===== src/rtl/seq_divider_pkg.sv =====
// Shared constants for the sequential restoring divider: FSM encoding and default operand width.
package seq_divider_pkg;

  // Matches the operand width of the 4x4 array multiplier this divider undoes.
  localparam int DEF_W = 4;

  typedef logic [1:0] state_t;

  localparam state_t IDLE = 2'd0;
  localparam state_t RUN  = 2'd1;
  localparam state_t DONE = 2'd2;

endpackage


===== src/rtl/seq_divider_step.sv =====
// One restoring-division step: shift in the next dividend bit, trial-subtract, keep or restore.
module div_step #(
  parameter int W = 4
) (
  input  logic [W:0]   rem_in,
  input  logic         bit_in,
  input  logic [W-1:0] divisor,
  output logic [W:0]   rem_out,
  output logic         q_bit
);

  logic [W:0] shifted;
  logic [W:0] diff;
  logic       borrow;

  assign shifted = {rem_in[W-1:0], bit_in};
  assign {borrow, diff} = {1'b0, shifted} - {2'b00, divisor};

  // A set guard bit means the shifted value is already above any divisor, so subtraction always succeeds.
  assign q_bit   = rem_in[W] | ~borrow;
  assign rem_out = q_bit ? diff : shifted;

endmodule


===== src/rtl/seq_divider.sv =====
// Sequential restoring divider: 2W-bit dividend by W-bit divisor, one quotient bit per clock.
module seq_divider
  import seq_divider_pkg::*;
#(
  parameter int W = DEF_W
) (
  input  logic           clk,
  input  logic           rst_n,
  input  logic           start,
  input  logic [2*W-1:0] dividend,
  input  logic [W-1:0]   divisor,
  output logic           busy,
  output logic           done,
  output logic [2*W-1:0] quotient,
  output logic [W-1:0]   remainder,
  output logic           div_by_zero
);

  localparam int CW = $clog2(2*W);

  state_t         state;
  logic [CW-1:0]  count;
  logic [W:0]     prem;
  logic [2*W-1:0] qreg;
  logic [W-1:0]   dvsr;
  logic [W:0]     prem_next;
  logic           q_bit;

  div_step #(.W(W)) u_step (
    .rem_in  (prem),
    .bit_in  (qreg[2*W-1]),
    .divisor (dvsr),
    .rem_out (prem_next),
    .q_bit   (q_bit)
  );

  assign busy = (state == RUN);

  always_ff @(posedge clk or negedge rst_n) begin
    if (!rst_n) begin
      state       <= IDLE;
      count       <= '0;
      prem        <= '0;
      qreg        <= '0;
      dvsr        <= '0;
      done        <= 1'b0;
      quotient    <= '0;
      remainder   <= '0;
      div_by_zero <= 1'b0;
    end else begin
      case (state)
        IDLE: begin
          done <= 1'b0;
          if (start) begin
            count <= '0;
            prem  <= '0;
            qreg  <= dividend;
            dvsr  <= divisor;
            if (divisor == '0) begin
              state       <= DONE;
              done        <= 1'b1;
              div_by_zero <= 1'b1;
              quotient    <= '1;
              remainder   <= '0;
            end else begin
              state       <= RUN;
              div_by_zero <= 1'b0;
            end
          end
        end
        RUN: begin
          prem  <= prem_next;
          qreg  <= {qreg[2*W-2:0], q_bit};
          count <= count + CW'(1);
          if (count == CW'(2*W-1)) begin
            state     <= DONE;
            done      <= 1'b1;
            quotient  <= {qreg[2*W-2:0], q_bit};
            remainder <= prem_next[W-1:0];
          end
        end
        DONE: begin
          done  <= 1'b0;
          state <= IDLE;
        end
        default: begin
          done  <= 1'b0;
          state <= IDLE;
        end
      endcase
    end
  end

endmodule

===== config.mk =====
export PLATFORM = sky130hd
export DESIGN_NAME = seq_divider
export DESIGN_NICKNAME = d
export VERILOG_FILES = /design/src/rtl/seq_divider_pkg.sv /design/src/rtl/seq_divider_step.sv /design/src/rtl/seq_divider.sv
export SDC_FILE = /design/constraint.sdc
export NUM_CORES = 1
export LEC_CHECK = 0
export ABC_CLOCK_PERIOD_IN_PS = 4400
export BUFFER_PORTS_ARGS = -buffer_cell sky130_fd_sc_hd__buf_4
export CAP_MARGIN = 5
export CORE_AREA = 2 2 70 58
export CTS_CLUSTER_DIAMETER = 100
export CTS_CLUSTER_SIZE = 30
export DETAILED_ROUTE_END_ITERATION = 8
export DIE_AREA = 0 0 72 60
export GPL_TIMING_DRIVEN = 0
export PLACE_DENSITY_LB_ADDON = 0.15
export SLEW_MARGIN = 20
export SYNTH_ARGS = -nofsm -noshare
export SYNTH_HDL_FRONTEND = slang
export SYNTH_SLANG_ARGS = --single-unit

===== constraint.sdc =====
create_clock -name clk -period 4.4 [get_ports clk]
set_clock_uncertainty 0.2 [all_clocks]
set_input_delay 1.32 -clock clk [delete_from_list [all_inputs] [get_ports clk]]
set_output_delay 1.32 -clock clk [all_outputs]
set_load 0.1 [all_outputs]

After elaboration in Yosys (flattened, before gate mapping)
Index checks and enable logic that the tools add are counted.
Widths: inputs -> output; s select.

word-level totals
  flip-flop bits (word level) = 36
  bits of input ports = 15
  output and inout port bits = 15
  word-level logic and storage cells = 48

operators by class
  add/subtract/negate cells = 2
  equality and inequality tests = 5
  multiplexer cells = 23
  bitwise operators = 2
  reduce and logical (&&, ||, !) cells = 7

operators with widths
  operator             number
  $mux 8               4
  $pmux 8 s2           2
  $mux 4               3
  $mux 5               2
  $pmux 5 s2           1
  $pmux 4 s2           1
  $mux 2               3
  $pmux 3 s2           1
  $reduce_and 2->1     3
  $sub 5x4->6          1
  $logic_not 4->1      1
  $ne 2x2->1 const B   2
  $pmux 2 s2           1
  $reduce_and 4->1     1
  $add 3x1->3 const B  1
  $eq 3x3->1 const B   1
  $mux 1               3
  $mux 3               1
  $eq 2x1->1 const B   1
  $logic_not 2->1      1
  $ne 2x1->1 const B   1
  $pmux 1 s2           1
  $reduce_bool 2->1    1
  $not 1->1            1
  $or 1x1->1           1

Depth between registers and ports, before layout
  word-level depth = 6
  mapped depth = 8
  gate-level depth less buffers = 8

By module
From an unflattened synthesis, not the netlist that was laid out.

second synthesis, totals
  cell total of the unflattened synthesis = 165
  area, all modules = 1750.4 um2

by module, submodules not included
  module       instances  cells each  area each (um2)  sequential area each (um2)
  seq_divider  1          137         1506.4           900.9
  div_step     1          28          244.0            0.0

Worst setup path after synthesis
Ideal clock, no wire load.

  path type = register -> output
  start = register state[1]
  end = output port busy
  arrival time = 1.131 ns
  data required time = 2.880 ns
  path slack = 1.749 ns
  cell stages (with the launch flop) = 4
  path buffers = 1
  cell sequence = dfrtp_1 nand2b_1 inv_2 buf_4

between the ends
  longest elaborated chain between the ends = 1

ends and longest elaborated chain
  item                    line               text
  from (decl)             seq_divider.sv:21  state_t state;
  from (signal assigned)  seq_divider.sv:41  state <= IDLE;
  from (signal assigned)  seq_divider.sv:60  state <= DONE;
  from (signal assigned)  seq_divider.sv:66  state <= RUN;
  $eq 2x1->1              seq_divider.sv:37  assign busy = (state == RUN);
  to (decl)               seq_divider.sv:12  output logic busy,

No other way between the ends.

Final worst setup path
Same ends and word-level chain as after synthesis.

==> impl_metrics.json <==
{
  "dr.pass1.iters": 4,
  "post_drt_via_cell_ratio": 5.41,
  "path_class": "flop to output pin",
  "use_met3": 0.0607,
  "postCtsSetupBuffers": 0,
  "worst_hold_path_type": "flop to flop",
  "drive_gt1_frac": 0.259,
  "final_nets": 226,
  "hold_viol": 0,
  "numCtsBuffers": 5,
  "synth-seq-area-share": 0.513,
  "start_util": 0.477,
  "drv_cap": 0,
  "rows": 20,
  "cts_tree": "done",
  "min_period_ps": 3250,
  "finalSetupTns_ps": 0,
  "drt-total-wl_um": 3740,
  "status": "finished, final reports clean",
  "path_clk_slew_ps": 60,
  "h-tree-depth": 2,
  "r2r-start": "prem[2]",
  "root_buffer": "clkbuf_8",
  "worst_pin_slew_ps": 593,
  "hpwl_um": 2700,
  "final_util": 0.576,
  "worstSkewPairLatency_ps": 280,
  "area_delta_synth_final_pct": 20.7,
  "synthCells": 168,
  "clk_path_buf_depth": 2,
  "die_h_um": 60,
  "synthDistinctLibCells": 37,
  "r2r_cells": 5,
  "grt_max_degree": 37,
  "mostFrequentLayoutCells": "dfrtp_1, buf_4, nand2_1",
  "timing.rr.end": "remainder[3]",
  "die_w_um": 72,
  "cp_max_fo": 10,
  "cp-start-kind": "flop",
  "hold_depth": 1,
  "port_buffers": 29,
  "slew_viol_final": 0,
  "ys.warnings.count": 0,
  "crit_path_max_incr_delay_ps": 430,
  "drc": 0,
  "dieArea_um2": 4320,
  "grt_use_met1": 0.266,
  "slew_headroom": 0.601,
  "mostFrequentLayoutCell": "dfrtp_1",
  "cp-end-kind": "output pin",
  "coreArea_um2": 3680,
  "finalSetupViolCount": 0,
  "busiest_layer": "met2",
  "syn_area_um2": 1760,
  "grt.overflow.total": 0,
  "io_pins": 30,
  "ctsResizeCount": 0,
  "whs_endpoint": "count[0]",
  "avgSynthCellArea_um2": 10.4,
  "r2r_slack_ps": 2280,
  "track_usage": 0.196,
  "ys_seq_elements": 36,
  "first_global_vias": 1350,
  "clock-sinks": 36,
  "synthesis.nets": 190,
  "cpMostUsedCell": "buf_4",
  "cp.required_ps": 2880,
  "post_drt_wl_per_cell_um": 15.0,
  "gr-usage-met2": 0.303,
  "postRouteAntennaNets": 0,
  "crit_chain": "nand2b_1 > inv_2 > buf_4 > buf_4",
  "worst_path_max_delay_cell": "dfrtp_1",
  "grt_first_pass_wirelength_um": 6220,
  "n_antenna_cell": 0,
  "drtIter0Drc": 53,
  "clock.fmax_mhz": 307,
  "antenna_found_initial": 0,
  "min_from": "count[0]",
  "holdBufCountCts": 0,
  "rsz0062_at_grt": "false",
  "vias": 1346,
  "period_share": 0.739,
  "gp_congestion": 0.802,
  "cp_data_arrival_time_ps": 1730
}
flip-flops by register name, indices dropped and copies added, names as in the netlist:
register	flops
prem	5
div_by_zero	1
state	2
quotient	8
count	3
qreg	8
remainder	4
done	1
dvsr	4
critical path: cells and delay by family, from the launching register on:
kind / cells / cell delay [ps]
AND/OR/NAND/NOR: 1 / 270
buffers and inverters: 3 / 750
flip-flops: 1 / 430
metal layers:
layer / part of all wire / wire length [um]
met1: 0.48 / 1810
met2: 0.45 / 1670
met3: 0.061 / 227
met4: 0.0080 / 30
met5: 0 / 0
Yosys cell counts (all sizes together):
cell | count | share of area
dfrtp | 36 | 0.51
nand2 | 19 | 0.045
nor2 | 18 | 0.041
o21ai | 18 | 0.051
a21oi | 14 | 0.046
inv | 11 | 0.024
mux2i | 7 | 0.040
ha | 6 | 0.043
a21o | 4 | 0.017
a22o | 3 | 0.015
buf | 3 | 0.015
clkbuf | 3 | 0.0064
mux2 | 3 | 0.019
o22ai | 3 | 0.018
o31ai | 3 | 0.013
a211oi | 2 | 0.0086
nor3 | 2 | 0.0057
a31oi | 1 | 0.0071
fa | 1 | 0.011
nand2b | 1 | 0.0036
nand3 | 1 | 0.0028
nand3b | 1 | 0.0064
nor2b | 1 | 0.0036
nor3b | 1 | 0.0071
nor4 | 1 | 0.012
o21a | 1 | 0.0043
o21bai | 1 | 0.0043
o31a | 1 | 0.0050
or3 | 1 | 0.0064
xnor2 | 1 | 0.0050
worst max-delay path by stage:
| stage | slack [ps] | depth (start not counted) | start | endpoint |
|---|---|---|---|---|
| after floorplan | 1750 | 3 | state[1] | busy |
| after global placement | 1470 | 4 | state[1] | busy |
| after detailed placement | 1450 | 4 | state[1] | busy |
| after CTS | 1140 | 4 | state[1] | busy |
| after global routing | 1050 | 4 | state[1] | busy |
| final | 1150 | 4 | state[1] | busy |
per-stage QoR:
| step | setup slack [ps] | cells | hold slack, ps | instance area (um^2) |
|---|---|---|---|---|
| 2_1_floorplan | 1750 | 168 | 268 | 1760 |
| 3_3_place_gp | 1470 | 241 | 281 | 2030 |
| 3_5_place_dp | 1450 | 241 | 298 | 2030 |
| 4_1_cts | 1140 | 249 | 312 | 2120 |
| 5_1_grt | 1050 | 249 | 332 | 2120 |
| 6_report | 1150 | 249 | 308 | 2120 |
layout make-up:
type / instances / area [um^2]
fill: 327 / 1560
sequential: 36 / 901
multi-input combinational: 115 / 776
timing repair buffer: 29 / 218
clock buffer: 8 / 90.1
tap: 44 / 55.1
inverter: 11 / 41.3
buffer: 6 / 37.5
kinds of logic after synthesis:
| logic type | share of synthesized area |
|---|---|
| buf+inv | 0.0449 |
| flops | 0.513 |
| compound gates | 0.190 |
| mux | 0.0592 |
| simple gates | 0.134 |
| fa+ha+maj | 0.0542 |
| xor+xnor | 0.00499 |
Power is not shown: default switching activity piles up to over one toggle a cycle in this logic, so the estimate is an artifact.
